===== src/rtl/multicycle_control.sv =====
// multicycle_control
// Multi-cycle control FSM for the RV32I core. It sequences FETCH, DECODE,
// EXEC, MEM and WB over one shared instruction/data memory with a valid/ready
// handshake, and drives the IR, PC, register-file and memory enables and the
// operand / write-back mux selects. Only the state and the sticky illegal
// flag are registered. Every other output is decoded from the current state
// and the live inputs, so a memory access finishes in its mem_ready cycle.
// Build option: define PERF_CNT_EN to add the cycle_cnt and instret_cnt
// performance counters. They are CNT_W bits wide and wrap around.
module multicycle_control #(
  parameter int CNT_W           = 32,
  parameter bit HALT_ON_ILLEGAL = 1'b1
) (
  input  logic             clk,
  input  logic             rst,
  input  logic [6:0]       opcode,
  input  logic [2:0]       funct3,
  input  logic             brEq,
  input  logic             brLt,
  input  logic             mem_ready,
  output logic             mem_valid,
  output logic             memRead,
  output logic             memWrite,
  output logic             mem_inst,
  output logic             IRWrite,
  output logic             PCWrite,
  output logic             PCSel,
  output logic             ALUSrc1,
  output logic             ALUSrc2,
  output logic [2:0]       ALUOp,
  output logic             regWrite,
  output logic [1:0]       memtoReg,
  output logic [2:0]       state,
  output logic             illegal,
`ifdef PERF_CNT_EN
  output logic [CNT_W-1:0] cycle_cnt,
  output logic [CNT_W-1:0] instret_cnt,
`endif
  output logic             halted
);

  typedef enum logic [2:0] {
    FETCH  = 3'd0,
    DECODE = 3'd1,
    EXEC   = 3'd2,
    MEM    = 3'd3,
    WB     = 3'd4,
    HALT   = 3'd5
  } stateT;

  localparam logic [6:0] OP_R      = 7'b0110011;
  localparam logic [6:0] OP_I      = 7'b0010011;
  localparam logic [6:0] OP_LOAD   = 7'b0000011;
  localparam logic [6:0] OP_STORE  = 7'b0100011;
  localparam logic [6:0] OP_BRANCH = 7'b1100011;
  localparam logic [6:0] OP_JAL    = 7'b1101111;
  localparam logic [6:0] OP_JALR   = 7'b1100111;
  localparam logic [6:0] OP_LUI    = 7'b0110111;
  localparam logic [6:0] OP_AUIPC  = 7'b0010111;

  stateT curState;
  stateT nextState;

  logic isR, isI, isLoad, isStore, isBranch, isJal, isJalr, isLui, isAuipc;
  logic isLegal;
  logic isLink;
  logic taken;

  // Reject a zero counter width at elaboration, whether or not the counters are built
  if (CNT_W < 1) begin : gCntWidthCheck
    $error("multicycle_control: CNT_W must be at least 1");
  end

  // Classify the opcode held in IR and evaluate the signed branch condition
  always_comb begin
    isR      = (opcode == OP_R);
    isI      = (opcode == OP_I);
    isLoad   = (opcode == OP_LOAD);
    isStore  = (opcode == OP_STORE);
    isBranch = (opcode == OP_BRANCH);
    isJal    = (opcode == OP_JAL);
    isJalr   = (opcode == OP_JALR);
    isLui    = (opcode == OP_LUI);
    isAuipc  = (opcode == OP_AUIPC);
    isLink   = isJal | isJalr;
    isLegal  = isR | isI | isLoad | isStore | isBranch | isJal | isJalr | isLui | isAuipc;
    taken    = 1'b0;
    case (funct3)
      3'b000:  taken = brEq;
      3'b001:  taken = ~brEq;
      3'b100:  taken = brLt;
      3'b101:  taken = ~brLt;
      default: taken = 1'b0;
    endcase
  end

  // Next-state logic. Memory states wait for mem_ready and HALT only leaves through reset.
  always_comb begin
    nextState = curState;
    case (curState)
      FETCH:  if (mem_ready) nextState = DECODE;
      DECODE: begin
        if (isLegal)              nextState = EXEC;
        else if (HALT_ON_ILLEGAL) nextState = HALT;
        else                      nextState = FETCH;
      end
      EXEC: begin
        if (isLoad | isStore)                         nextState = MEM;
        else if (isR | isI | isLui | isAuipc | isLink) nextState = WB;
        else                                          nextState = FETCH;
      end
      MEM:    if (mem_ready) nextState = isLoad ? WB : FETCH;
      WB:     nextState = FETCH;
      HALT:   nextState = HALT;
      default: nextState = FETCH;
    endcase
  end

  // State register and sticky illegal-opcode flag, both cleared by synchronous reset
  always_ff @(posedge clk) begin
    if (rst) begin
      curState <= FETCH;
      illegal  <= 1'b0;
    end else begin
      curState <= nextState;
      if (curState == DECODE && !isLegal) illegal <= 1'b1;
    end
  end

  assign state  = curState;
  assign halted = (curState == HALT);

  // Datapath enables and selects. Reset forces all of them to zero, which abandons any access in flight.
  always_comb begin
    mem_valid = 1'b0;
    memRead   = 1'b0;
    memWrite  = 1'b0;
    mem_inst  = 1'b0;
    IRWrite   = 1'b0;
    PCWrite   = 1'b0;
    PCSel     = 1'b0;
    ALUSrc1   = 1'b0;
    ALUSrc2   = 1'b0;
    ALUOp     = 3'b000;
    regWrite  = 1'b0;
    memtoReg  = 2'd0;
    if (!rst) begin
      case (curState)
        FETCH: begin
          mem_valid = 1'b1;
          memRead   = 1'b1;
          mem_inst  = 1'b1;
          if (mem_ready) begin
            IRWrite = 1'b1;
            PCWrite = 1'b1;
          end
        end
        EXEC: begin
          if (isR) begin
            ALUOp = 3'b010;
          end else if (isI) begin
            ALUOp   = 3'b011;
            ALUSrc2 = 1'b1;
          end else if (isLui) begin
            ALUOp   = 3'b100;
            ALUSrc2 = 1'b1;
          end else if (isLoad | isStore | isJalr) begin
            ALUSrc2 = 1'b1;
          end else if (isAuipc | isJal) begin
            ALUSrc1 = 1'b1;
            ALUSrc2 = 1'b1;
          end else if (isBranch) begin
            ALUSrc1 = 1'b1;
            ALUSrc2 = 1'b1;
            PCWrite = taken;
            PCSel   = 1'b1;
          end
        end
        MEM: begin
          mem_valid = 1'b1;
          memRead   = isLoad;
          memWrite  = isStore;
        end
        WB: begin
          regWrite = 1'b1;
          if (isLoad)      memtoReg = 2'd1;
          else if (isLink) memtoReg = 2'd2;
          PCWrite = isLink;
          PCSel   = isLink;
        end
        default: ;
      endcase
    end
  end

`ifdef PERF_CNT_EN
  logic retire;

  assign retire = (nextState == FETCH) &&
                  (curState == EXEC || curState == MEM || curState == WB);

  // Count every active non-halted cycle and every instruction that returns to FETCH
  always_ff @(posedge clk) begin
    if (rst) begin
      cycle_cnt   <= '0;
      instret_cnt <= '0;
    end else begin
      if (curState != HALT) cycle_cnt   <= cycle_cnt + CNT_W'(1);
      if (retire)           instret_cnt <= instret_cnt + CNT_W'(1);
    end
  end
`endif

endmodule


===== config.mk =====
export PLATFORM = sky130hd
export DESIGN_NAME = multicycle_control
export DESIGN_NICKNAME = d
export VERILOG_FILES = /design/src/rtl/multicycle_control.sv
export SDC_FILE = /design/constraint.sdc
export NUM_CORES = 1
export LEC_CHECK = 0
export CAP_MARGIN = 5
export CORE_ASPECT_RATIO = 1.1
export CORE_MARGIN = 3
export CORE_UTILIZATION = 39
export CTS_BUF_LIST = sky130_fd_sc_hd__clkbuf_8
export CTS_CLUSTER_SIZE = 10
export DETAILED_ROUTE_END_ITERATION = 8
export HOLD_SLACK_MARGIN = 0.15
export PLACE_DENSITY_LB_ADDON = 0.2
export SLEW_MARGIN = 20
export SYNTH_ARGS = -nofsm -noshare
export SYNTH_HDL_FRONTEND = slang
export SYNTH_SLANG_ARGS = --single-unit

===== constraint.sdc =====
create_clock -name clk -period 2.8 [get_ports clk]
set_clock_uncertainty 0.15 [all_clocks]
set_input_delay 0.7 -clock clk [delete_from_list [all_inputs] [get_ports clk]]
set_output_delay 0.7 -clock clk [all_outputs]
set_load 0.01 [all_outputs]

-- After elaboration in Yosys (flattened, before gate mapping)
Cells that the tools add are included.
- input port bits: 15
- output and inout port bits: 20
- register bits after elaboration: 4
- muxes and demuxes: 59
- equal/unequal tests: 19
- bitwise operators: 17
- reductions and logical operators: 6
- operators by type and width (kind ; number):
    $mux 1 ; 39
    $mux 3 ; 11
    $eq 7x6->1 const B ; 3
    $eq 7x7->1 const B ; 3
    $or 1x1->1 ; 15
    $pmux 3 s5 ; 1
    $eq 7x5->1 const B ; 2
    $eq 3x3->1 const B ; 4
    $mux 2 ; 4
    $eq 7x2->1 const B ; 1
    $eq 3x1->1 const B ; 2
    $eq 3x2->1 const B ; 2
    $logic_not 3->1 ; 2
    $ne 2x2->1 const B ; 2
    $pmux 1 s2 ; 2
    $pmux 1 s4 ; 1
    $pmux 1 s3 ; 1
    $not 1->1 ; 2
    $reduce_and 2->1 ; 1
    $reduce_or 2->1 ; 1
    $logic_and 1x1->1 ; 1
    $logic_not 1->1 ; 1

-- Depth between registers and ports, before layout
- depth after elaboration: 11
- gate-level depth with buffers: 5
- depth with buffers taken out: 4

-- Least setup slack after synthesis
Ideal clock, no wire load.
- path kind: input port to output port
- from: in rst
- to: out PCWrite
- data required time: 1.950 ns
- slack: 0.274 ns
- cell stages on the path: 5
- arrival: 1.676 ns
- path through: or2_1 -> buf_6 -> nor3_4 -> nand2_2 -> o41ai_2
- word-level cells in the longest chain between the ends: 1
- RTL lines (what ; line ; RTL):
    start: declaration ; 15 ; input logic rst,
    $mux 1 ; 147 ; if (!rst) begin
    end: declaration ; 26 ; output logic PCWrite,
No other way between the ends.

-- Final worst setup path
- from: in opcode[3]
- to: out memWrite
- word-level cells in the longest chain between the ends: 3
- RTL lines (what ; line ; RTL):
    start: declaration ; 16 ; input logic [6:0] opcode,
    $eq 7x6->1 ; 79 ; isStore = (opcode == OP_STORE);
    $mux 1 ; 148 ; case (curState)
    $mux 1 ; 147 ;
    end: declaration ; 23 ; output logic memWrite,
No other way between the ends.

==> impl_metrics.json <==
{
  "start_kind": "input port",
  "htreeDepth": 1,
  "place_inst": 150,
  "synth.most_common_cell": "nand2_1",
  "grt_overflow": 0,
  "synth_nets": 97,
  "rrSetupSlack_ns": 1.35,
  "synth_top_cell_by_area": "dfxtp_1",
  "min_from": "illegal",
  "total_power_uw": 351,
  "cts_tree": "built",
  "portBuffers": 34,
  "area_growth_pct": 93.9,
  "yosysSeqAreaShare_pct": 13.0,
  "insertion_delay_ns": 0.22,
  "ys_ff_latch": 4,
  "path_class": "input port to primary output",
  "syn_area_um2": 617,
  "r2r_cells": 5,
  "antenna_cells": 0,
  "clk_path_buf_depth": 2,
  "yosysWarningCount": 0,
  "hold_violations": 0,
  "switching_share_pct": 32.2,
  "netlist_top_cells_count": "nand2_1, nor2_1, nor3_1, dfxtp_1, inv_1",
  "reg2reg_from": "state[0]",
  "fin_crit_ns": 2.76,
  "dpl.hpwl_um": 1750,
  "syn_inst": 82,
  "fmax_mhz": 362,
  "ios": 35,
  "cp_data_required_time_ns": 1.95,
  "gr-usage-all-layers_pct": 24.8,
  "path_clk_slew_ns": 0.03,
  "critPathMaxFanout": 3,
  "period_share_pct": 98.6,
  "setup_viol": 0,
  "hold_depth": 2,
  "crit_arrival_ns": 1.91,
  "fin_cells": 156,
  "detail_route.wl_per_cell_um": 17.4,
  "nets": 157,
  "fp-row-count": 14,
  "synth-edff-count": 0,
  "synth_area_leaders": "dfxtp_1, nand2_1, nor2_1",
  "end_kind": "primary output",
  "via_count": 912,
  "wl_um": 2720,
  "fin_util_pct": 84.3,
  "r2r-end": "illegal",
  "root_buffer": "clkbuf_8",
  "route.detailed.drc": 0,
  "async_flop_share_pct": 0,
  "p_per_area_mw_per_mm2": 293,
  "yosysUniqueCellTypes": 42,
  "start_util_pct": 43.5,
  "via_per_inst": 5.85,
  "drive_gt1_share_pct": 43.6,
  "grt_pass1_wl_um": 3870,
  "synth_top_area_share_pct": 13.0,
  "maxSlewHeadroom_pct": 74.6,
  "slew_violations": 0,
  "hold_class": "flip-flop to flip-flop",
  "maxCapViolCount": 0,
  "p_int_uw": 238,
  "clock-sinks": 4,
  "die_area_mm2": 0.00210,
  "switching_power_uw": 113,
  "status": "completed",
  "cts_buffers": 3,
  "ys.flop_type": "dfxtp_1",
  "worstMarginPinSlew_ns": 0.380,
  "grt_antenna_before_repair": 0,
  "grt_max_degree": 10,
  "chipHeight_um": 47.7,
  "first_global_vias": 830,
  "seq_power_share_pct": 20.3,
  "power_frac_comb_pct": 45.9,
  "ant_nets": 0,
  "vdd_ir_drop_max_mv": 0.447,
  "min_to": "illegal",
  "dr.pass1.iters": 4,
  "drtIter0Drc": 14,
  "syn_avg_cell_area_um2": 7.52,
  "die_w_um": 43.9,
  "core-area_mm2": 0.00142,
  "p_clk_share_pct": 33.8,
  "power_leakage_uw": 0.000583,
  "globalplace.congestion": 0.892,
  "final.setup.tns_ns": 0
}
[metal layers]
metal / track usage (%) / wire [um] / part of all wire (%) / vias to the layer above
li1: - / - / - / 419
met1: 29.1 / 1060 / 39 / 431
met2: 43.0 / 1380 / 51 / 56
met3: 8.27 / 223 / 8.2 / 6
met4: 7.83 / 51 / 1.9 / 0
met5: 0 / 0 / 0 / -
[layout make-up]
type                    instances  area (um2)
clock buffers                   3        41.3
flip-flops and latches          4        80.1
inverters                       4        15.0
well taps                      16        20.0
multi-input cells              69         547
repair buffers                 60         493
fillers                        86         223
[through the flow]
step	area (um2)	worst slack, ns	hold WS, ns
final	1200	0.0388	0.351
after global routing	1200	-0.0446	0.367
after CTS	1180	-0.00851	0.303
after detailed placement	1110	-0.616	0.294
after global placement	1110	-0.582	0.293
after floorplan	617	0.274	0.324
[worst max-delay path: stages]
cell             delay (ns)
dlygate4sd2_1          0.25
nand4bb_4              0.27
nor3_2                 0.15
buf_4                  0.16
and3_1                 0.15
clkdlybuf4s15_1        0.23
[flip-flops by register name, indices dropped and copies added (netlist names)]
| signal | cells |
|---|---|
| illegal | 1 |
| state | 3 |
[placed cells by master, fill, tap and decap left out, types with 3 or more instances in the layout]
master,instances
buf_4,22
dlygate4sd2_1,11
clkdlybuf4s50_1,9
nand2_1,8
nor2_1,6
clkbuf_2,5
buf_2,5
buf_6,5
inv_1,4
nor3_1,4
dfxtp_1,4
o211ai_1,3
clkbuf_8,3
[worst max-delay path by stage]
stage                     slack, ns  cells past startpoint        to  startpoint
after floorplan                0.27                      5   PCWrite         rst
after global placement        -0.58                      6   PCWrite   opcode[6]
after detailed placement      -0.62                      6   PCWrite   opcode[1]
after CTS                    -0.009                      6   PCWrite         rst
after global routing          -0.04                      6  memWrite   opcode[3]
final                          0.04                      6  memWrite   opcode[3]
[cell families (layout without fill, tap and decap cells)]
group,Yosys count,in the layout,share of synthesized area (%)
AND/OR/NAND/NOR,45,45,47.3
XOR/XNOR,2,2,2.84
flip-flops,4,4,13.0
multiplexers,3,3,5.07
AO/OA/AOI/OAI,19,19,23.3
buffers and inverters,9,67,8.52
[power groups by stage]
stage	logic [uW]	registers [uW]	clock network, uW
2_1_floorplan	70.7	71.1	0
3_3_place_gp	148	70.1	0
3_5_place_dp	152	70.3	0
4_1_cts	152	69.8	121
5_1_grt	171	72.1	127
6_report	161	71.2	118
[what timing repair did]
action / 4_1_cts / 5_1_grt
gates resized for setup: 51 / 22
endpoints found under the setup margin: 15 / 8
hold buffers: 0 / 0
endpoints found under the hold margin: 0 / 0
pin swaps: 5 / 4
buffers inserted: 2 / 1
(Power assumes the default switching activity.)
